**config.mk**
```make
export PLATFORM = sky130hd
export DESIGN_NAME = code_loader
export DESIGN_NICKNAME = d
export VERILOG_FILES = /design/src/rtl/code_loader.sv
export SDC_FILE = /design/constraint.sdc
export NUM_CORES = 1
export LEC_CHECK = 0
export CORE_AREA = 2 2 81 75
export DETAILED_ROUTE_END_ITERATION = 6
export DIE_AREA = 0 0 83 77
export HOLD_SLACK_MARGIN = 0.08
export PLACE_DENSITY_LB_ADDON = 0.25
export SETUP_SLACK_MARGIN = 0.15
export SLEW_MARGIN = 10
export SYNTH_ARGS = -nofsm -noshare
export SYNTH_HDL_FRONTEND = slang
export SYNTH_SLANG_ARGS = --single-unit
```
**constraint.sdc**
```tcl
create_clock -name clk -period 4.6 [get_ports clk]
set_clock_uncertainty 0.1 [all_clocks]
set_input_delay 0.69 -clock clk [delete_from_list [all_inputs] [get_ports clk]]
set_output_delay 0.69 -clock clk [all_outputs]
set_load 0.01 [all_outputs]
```
**src/rtl/code_loader.sv**
```systemverilog
// code_loader: fills a 16-bit code memory from an 8-bit big-endian byte
// stream, then releases the core by raising run. All outputs come from flops.
module code_loader #(
    parameter int ADDR_W = 9
) (
    input  logic              clk,
    input  logic              rst,
    input  logic              load_start,
    input  logic [ADDR_W:0]   load_len,
    input  logic              abort,
    input  logic              byte_valid,
    input  logic [7:0]        byte_data,
    output logic              byte_ready,
    output logic              code_w_en,
    output logic [ADDR_W-1:0] code_addr,
    output logic [15:0]       code_data,
    output logic              run,
    output logic              busy,
    output logic              done
);

    typedef enum logic [2:0] {
        S_IDLE,
        S_HI,
        S_LO,
        S_WR,
        S_RUN
    } state_t;

    // Capacity in words; requested lengths above this are clamped so the
    // address counter never wraps.
    localparam logic [ADDR_W:0] CAP = {1'b1, {ADDR_W{1'b0}}};
    localparam logic [ADDR_W:0] ONE = {{ADDR_W{1'b0}}, 1'b1};

    state_t              state_q, state_d;
    logic [ADDR_W-1:0]   addr_q, addr_d;
    logic [15:0]         data_q, data_d;
    logic [ADDR_W:0]     len_q, len_d;
    logic                done_q, done_d;
    logic                run_q, run_d;
    logic                busy_q, busy_d;
    logic                wen_q, wen_d;
    logic                rdy_q, rdy_d;
    logic                hs;

    // Next-state logic; abort beats load_start, and output flops are loaded
    // from the next state so every output is a clean register.
    always_comb begin
        state_d = state_q;
        addr_d  = addr_q;
        data_d  = data_q;
        len_d   = len_q;
        done_d  = 1'b0;
        hs      = byte_valid && rdy_q;

        if (abort && (state_q != S_IDLE)) begin
            // A WR in flight has already strobed this cycle; just leave.
            state_d = S_IDLE;
        end else if (load_start && ((state_q == S_IDLE) || (state_q == S_RUN))) begin
            addr_d = '0;
            len_d  = (load_len > CAP) ? CAP : load_len;
            if (len_d == '0) begin
                state_d = S_RUN;
                done_d  = 1'b1;
            end else begin
                state_d = S_HI;
            end
        end else begin
            case (state_q)
                S_HI: if (hs) begin
                    data_d[15:8] = byte_data;
                    state_d      = S_LO;
                end
                S_LO: if (hs) begin
                    data_d[7:0] = byte_data;
                    state_d     = S_WR;
                end
                S_WR: begin
                    if ({1'b0, addr_q} == (len_q - ONE)) begin
                        state_d = S_RUN;
                        done_d  = 1'b1;
                    end else begin
                        addr_d  = addr_q + 1'b1;
                        state_d = S_HI;
                    end
                end
                default: ;
            endcase
        end

        rdy_d  = (state_d == S_HI) || (state_d == S_LO);
        wen_d  = (state_d == S_WR);
        busy_d = (state_d == S_HI) || (state_d == S_LO) || (state_d == S_WR);
        run_d  = (state_d == S_RUN);
    end

    // State and output registers with synchronous reset.
    always_ff @(posedge clk) begin
        if (rst) begin
            state_q <= S_IDLE;
            addr_q  <= '0;
            data_q  <= '0;
            len_q   <= '0;
            done_q  <= 1'b0;
            run_q   <= 1'b0;
            busy_q  <= 1'b0;
            wen_q   <= 1'b0;
            rdy_q   <= 1'b0;
        end else begin
            state_q <= state_d;
            addr_q  <= addr_d;
            data_q  <= data_d;
            len_q   <= len_d;
            done_q  <= done_d;
            run_q   <= run_d;
            busy_q  <= busy_d;
            wen_q   <= wen_d;
            rdy_q   <= rdy_d;
        end
    end

    assign byte_ready = rdy_q;
    assign code_w_en  = wen_q;
    assign code_addr  = addr_q;
    assign code_data  = data_q;
    assign run        = run_q;
    assign busy       = busy_q;
    assign done       = done_q;

endmodule

```
==> summary.txt, run 1 <==
STA
  • Finish-stage setup viols: 0
  • WHS: about 380 ps
  • Fmax: about 340 MHz
  • Tcrit/Tclk final: between 60% and 70%
  • Least-Margin Pin Slew: just under 1000 ps
  • Min cycle time layout: ~2900 ps
  • Final Max Tran Viols: 0
  • TNS Setup: 0 ps
  • Hold Fails Final Rpt: 0
  • Unrepaired setup endpoints after global routing: false
  • Slew headroom: between 30% and 40%

Power
  • Int Pwr: about 0.00059 W
  • P_leak: approximately 1.1 nW
  • Switch Pwr: 0.000188 W
  • Pwr dens: approximately 280 mW/mm²
  • Clk pwr share: between 30% and 40%
  • Sw frac: 24.2%
  • VDD IR max: 0.158 mV
  • Seq pwr share: around half
  • Comb pwr share: roughly 13%

Yosys
  • Top cells by area, synth: dfxtp_1 (40%), mux2i_1 (7.5%), nor2_1 (5.6%)
  • Ys Warns: 0
  • Synth cell count leaders: dfxtp_1 (43), nor2_1 (32), nand2_1 (19)
  • Syn_nets: ~270
  • Synth cell types: 49
  • Sequential fraction of the synthesis area: approximately 40%
  • Post-Syn Area per Cell: a little under 9 µm²
  • Post-synth EDFFs: 0
  • Synth Register Bits: 43
  • Top_reg_cell synth: dfxtp_1
  • Top-count cell post-synth: dfxtp_1
  • Post-Syn Instances: ~240
  • Synth area leader: dfxtp_1
  • Syn Std Cell Area: 0.00214 mm²
  • Post-synth ARST share: 0%
  • Synth top area share: between 40 and 50%

Run
  • Maxcap violations: 0

Global routing
  • Initial antenna violation count: 0
  • Total GRT Usage: approximately 17%
  • First-pass GRT wire length: approximately 8.6 mm
  • Grt total ovfl: 0
  • Via count of the first global-routing pass: around 1800
  • Pin count of the biggest net entering global routing: 18

Floorplan
  • Die Y: approximately 77 µm
  • IO Count: 53
  • CORE AREA: between 0.005 and 0.006 mm²
  • Die X: between 80 and 90 µm
  • # rows: 26
  • Die area: between 0.006 and 0.007 mm²
  • Initial Util: 38.5%

Placement
  • Routability cong.: slightly above 0.8
  • Detailed placement HPWL: around 3.7 mm
  • IO Port Bufs: between 50 and 60
  • Area of placed instances: about 0.0027 mm²

Route
  • Via density: 5.36
  • Residual DRC: 0
  • Final WL: between 5 and 6 mm
  • Routed len/inst: ~14 µm
  • DRT iter0 DRCs: approximately 180
  • Via count: about 1900
  • Post-route ant nets: 0
  • DR pass1 iterations: 4

Critical path
  • Worst Path Max Fanout: 12
  • Worst Path Required: roughly 4700 ps
  • Worst Path Arrival: ~3000 ps
  • Startpoint Class: input pin
  • Setup slack, reg-to-reg: roughly 1900 ps
  • Crit path capture type: flip-flop
  • CP max stage delay: 500 ps
  • CP max-delay cell: or3b_2
  • Worst path most repeated cell: a21oi_1
  • Critical path class: input pin to flip-flop
  • CP cell instances: clkdlybuf4s50_1, or3b_2, a21oi_1, o21ai_0, a41o_1, or4_1, a21oi_1

Layout
  • Share of post-route cells with drive strength above 1: 4.79%
  • N_diodes: 0
  • Design area: about 0.0028 mm²
  • Fillers: 517
  • Layout net count: around 320
  • Area delta synth->final: 30.9%

CTS
  • Post-CTS setup buffer count: 0
  • Inserted Clock Buffers: 5
  • CTS clk-pin slew, worst paths: 90 ps
  • Cts hold-fix bufs: 0
  • Clk root buf: clkbuf_8
  • CTS tree: done
  • Worst skew pair latency: around 310 ps
  • Gates resized, CTS repair: 0
  • # clock sinks: 43
  • Clk buf depth: 2
  • H-tree levels: 2

Worst hold path
  • Hold Crit Class: flip-flop to flip-flop

Outcome
  • Status: completed
[routing by layer]
metal / vias up / part of all wire (%) / global-route usage (%)
li1: 978 / - / -
met1: 899 / 48 / 22.0
met2: 59 / 43 / 24.8
met4: 0 / 0.81 / 4.59
met5: - / 0 / 0
met3: 4 / 8.0 / 7.00
[registers in the layout, summed over array words and instances (netlist names)]
register	cells
code_data	16
len_q	10
code_addr	9
state_q	3
busy	1
byte_ready	1
code_w_en	1
done	1
run	1
[logic make-up after synthesis]
kind of cell | count (synthesis) | share of synthesized area, %
AND/OR/NAND/NOR | 96 | 23.4
AO/OA/AOI/OAI | 57 | 19.0
flip-flops | 43 | 40.2
buffers and inverters | 16 | 3.86
XOR/XNOR | 12 | 4.91
multiplexers | 16 | 7.48
adder cells (fa/ha/maj) | 2 | 1.17
[path summary, 6_finish.rpt]
path | start | cells past startpoint | endpoint
worst min-delay path | len_q[9] | 2 | len_q[9]
worst max register to register | len_q[0] | 9 | code_addr[8]
worst max-delay path | load_start | 7 | code_addr[8]
worst min register to register | len_q[9] | 2 | len_q[9]
[per-stage QoR]
| step | cells | setup slack, ps | util, % | total power (W) |
|---|---|---|---|---|
| 3_5_place_dp | 355 | 1350 | 48.5 | 0.000495 |
| 5_1_grt | 362 | 1590 | 50.4 | 0.000811 |
| 3_3_place_gp | 355 | 1460 | 48.5 | 0.000494 |
| 2_1_floorplan | 242 | 2120 | - | 0.000456 |
| 6_report | 362 | 1690 | 50.4 | 0.000777 |
| 4_1_cts | 362 | 1680 | 50.4 | 0.000782 |
[worst max-delay path, delay by kind of cell]
| kind | cells | cell delay, ps |
|---|---|---|
| AOI/OAI and AO/OA | 4 | 900 |
| buffers and inverters | 1 | 460 |
| and+or+nand+nor | 2 | 990 |
[power by group through the flow]
stage / registers, W / clock network (W) / logic (W)
4_1_cts: 0.000389 / 0.000295 / 0.0000980
5_1_grt: 0.000390 / 0.000313 / 0.000108
3_5_place_dp: 0.000398 / 0 / 0.0000976
3_3_place_gp: 0.000397 / 0 / 0.0000970
2_1_floorplan: 0.000396 / 0 / 0.0000604
6_report: 0.000389 / 0.000291 / 0.0000975
[final cells by class]
class                           count  area [µm²]  share of cell area, %
Clock buffer                        5        68.8                   2.45
Clock inverter                      2        37.5                   1.34
Inverter                            6        22.5                  0.803
Multi-Input combinational cell    183        1200                   42.7
Sequential cell                    43         861                   30.7
Tap cell                           70        87.6                   3.12
Timing Repair Buffer               53         528                   18.8
[placed cells by master (no fill, tap or decap), types with 2 or more instances in the layout]
cell,n
clkdlybuf4s50_1,52
dfxtp_1,43
nor2_1,32
nand2_1,19
a21oi_1,16
mux2i_1,16
xnor2_1,10
o21ai_0,10
or3_1,7
inv_1,6
nand3_1,6
a22o_1,6
nor3_1,5
clkbuf_8,5
nand4_1,4
nor2b_1,4
o211ai_1,4
nor4_1,3
nand3b_1,3
or4_1,3
a21o_1,2
xor2_1,2
and3b_1,2
o31ai_1,2
a41oi_1,2
ha_1,2
(Power assumes the default switching activity.)
==> run 2, diff against run 1 <==
Clock period 4.6 ns to 2.4 ns, I/O delays scaled along.
==> run 2 against run 1 <==
Net effect: wire length up 17%; non-clock buffer count rose by 37; critical endpoint is now code_addr[2]; global-route usage rose by 2.6 points; critical path depth increased by 3; sequential cell count did not move; largest cell class unchanged; combinational power grew to 2.8 times the previous value; first-iteration DRC count rose by 27%; die area is the same; clock power up 75%.
==> summary.txt, run 2 (same netlist as run 1, synthesis figures left out) <==
Critical path
  • Worst path most repeated cell: o311ai_2
  • Worst Path Required: 2550 ps (-2180 ps)
  • CP max-delay cell: or4_4
  • CP cell instances: inv_2, ha_4, nor4b_4, a22oi_2, o311ai_2, o311ai_2, buf_4, and4_4, or4_4, a21oi_2
  • Cells on worst reg2reg path: 10 (+1)
  • RR Endpoint: code_addr[2]
  • Critical path class: flip-flop to flip-flop
  • Setup slack, reg-to-reg: 30 ps (-1860 ps)
  • RR Startpoint: len_q[1]
  • Top delay family on crit path: simple AND/OR/NAND/NOR gates
  • Startpoint Class: flip-flop
  • Worst Path Max Fanout: 5 (-7)
  • Bufs and invs on worst path: 2 (+1)
  • Worst Path Arrival: 2520 ps (-520 ps)
  • Crit path capture type: flip-flop
  • CP max stage delay: 410 ps (-90 ps)

Placement
  • Detailed placement HPWL: 4.15 mm (+12%)
  • Area of placed instances: 0.00294 mm² (+9.1%)
  • Pre-CTS setup slack: -311 ps (-1660 ps)
  • Routability cong.: 0.847 (+5.2%)
  • IO Port Bufs: 52 (unchanged)

Layout
  • Layout net count: 355 (+12%)
  • N_diodes: 0 (unchanged)
  • Fillers: 485 (-6.2%)
  • Design area: 0.00321 mm² (+14%)
  • Area delta synth->final: 49.8%
  • Max reg flops: 16 (unchanged)
  • Final Core Density: 57.7% (+7.3 points)
  • Commonest non-fill, non-tap cell in the layout: clkdlybuf4s50_1
  • Share of post-route cells with drive strength above 1: 23.6% (+19 points)
  • Commonest cells after routing, fill and taps aside: clkdlybuf4s50_1 (52), dfxtp_1 (40), buf_4 (36)

Run
  • Maxcap violations: 0 (unchanged)

CTS
  • CTS tree: done
  • H-tree levels: 2 (unchanged)
  • Inserted Clock Buffers: 5 (unchanged)
  • Clk buf depth: 2 (unchanged)
  • Worst skew pair latency: 310 ps (about the same)
  • # clock sinks: 43 (unchanged)
  • Clk root buf: clkbuf_8
  • CTS clk-pin slew, worst paths: 90 ps (about the same)

STA
  • Final Max Tran Viols: 0 (unchanged)
  • Least-Margin Pin Slew: 550 ps (-416 ps)
  • Min cycle time layout: about 2400 ps
  • TNS Setup: 0 ps (unchanged)
  • Slew headroom: 63.2% (+28 points)
  • Hold Fails Final Rpt: 0 (unchanged)
  • Slack of the critical path: 28.4 ps (-1660 ps)
  • Finish-stage setup viols: 0 (unchanged)
  • Fmax: between 400 and 500 MHz
  • Unrepaired setup endpoints after global routing: true
  • Tcrit/Tclk final: between 90% and 100%

Worst hold path
  • Hold path start: len_q[9]
  • Hold Crit Class: flip-flop to flip-flop
  • WHS Endpoint: len_q[9]
  • Hold depth: 2 (unchanged)

Floorplan
  • # rows: 26 (unchanged)
  • Die Y: 77 µm (unchanged)
  • Die X: 83 µm (unchanged)
  • Initial Util: 38.5% (unchanged)
  • CORE AREA: 0.00556 mm² (unchanged)
  • Die area: 0.00639 mm² (unchanged)
  • IO Count: 53 (unchanged)

Route
  • Via count: 2129 (+9.7%)
  • DRT iter0 DRCs: 233 (+27%)
  • Met2 routed WL: 2.63 mm (+21%)
  • Via density: 5.31 (-0.93%)
  • Wire length on met3: 428 µm (+5.4%)
  • Post-route ant nets: 0 (unchanged)
  • Residual DRC: 0 (unchanged)
  • Uppermost layer routed: met4
  • Final WL: 5.90 mm (+17%)
  • Routed len/inst: 14.7 µm (+5.4%)
  • DR pass1 iterations: 4 (unchanged)
  • Wl on met1: 2.75 mm (+13%)

Outcome
  • Status: completed

Global routing
  • Pin count of the biggest net entering global routing: 25 (+7)
  • Grt total ovfl: 0 (unchanged)
  • Total GRT Usage: 19.2% (+2.6 points)
  • Initial antenna violation count: 0 (unchanged)
  • First-pass GRT wire length: 10.1 mm (+18%)
  • Via count of the first global-routing pass: 2100 (+18%)

Power
  • P_leak: 1.33 nW (+19%)
  • VDD IR max: 0.294 mV (+86%)
  • Pwr dens: 475 mW/mm² (+71%)
run 2: cell type report:
type | instances | area [µm²] | area share, %
timing repair buffer | 90 | 813 | 25.3
tap | 70 | 87.6 | 2.73
inverter | 6 | 22.5 | 0.702
sequential | 43 | 865 | 26.9
multi-input combinational | 184 | 1330 | 41.3
clock buffer | 5 | 68.8 | 2.14
clock inverter | 3 | 26.3 | 0.819
run 2: layer usage:
layer  vias to the layer above  track usage (%)
li1                       1066                -
met1                       988             26.3
met2                        64             28.5
met3                        11             6.03
met4                         0             6.23
met5                         -                0
run 2: worst reg2reg max path, stage by stage (launching register included):
cell and delay [ps]:
dfxtp_2 340, inv_2 70, ha_4 140, nor4b_4 230
a22oi_2 100, o311ai_2 250, o311ai_2 200, buf_4 190
and4_4 160, or4_4 420, a21oi_2 120
run 2: what timing repair did:
action / in CTS / in global routing
setup buffers: 6 / 1
gates cloned: 1 / 0
hold buffers: 0 / 0
setup endpoints to repair: 14 / 16
pin swaps: 16 / 8
gates resized for setup: 13 / 16
run 2: report_power, final:
part	leakage, nW	total, W	internal (W)	switching, W
clock	0.0491	0.000509	0.000214	0.000295
sequential	0.350	0.000741	0.000728	0.0000137
combinational	0.927	0.000273	0.000151	0.000122
run 2: worst max-delay path by stage:
stage / start / to / slack (ps) / depth (start not counted)
global placement: load_start / code_addr[8] / -280 / 7
finish: len_q[1] / code_addr[2] / 30 / 10
detailed placement: load_start / code_addr[8] / -310 / 7
global route: len_q[1] / code_addr[2] / -90 / 10
CTS: len_q[1] / code_addr[6] / 40 / 12
floorplan: len_q[0] / code_addr[2] / 150 / 10
run 2: stage by stage:
| stage | hold WS (ps) | cells | total power, W |
|---|---|---|---|
| floorplan | 349 | 242 | 0.000880 |
| global placement | 364 | 385 | 0.000989 |
| detailed placement | 379 | 385 | 0.000990 |
| CTS | 394 | 400 | 0.00152 |
| global route | 405 | 401 | 0.00158 |
| finish | 387 | 401 | 0.00152 |
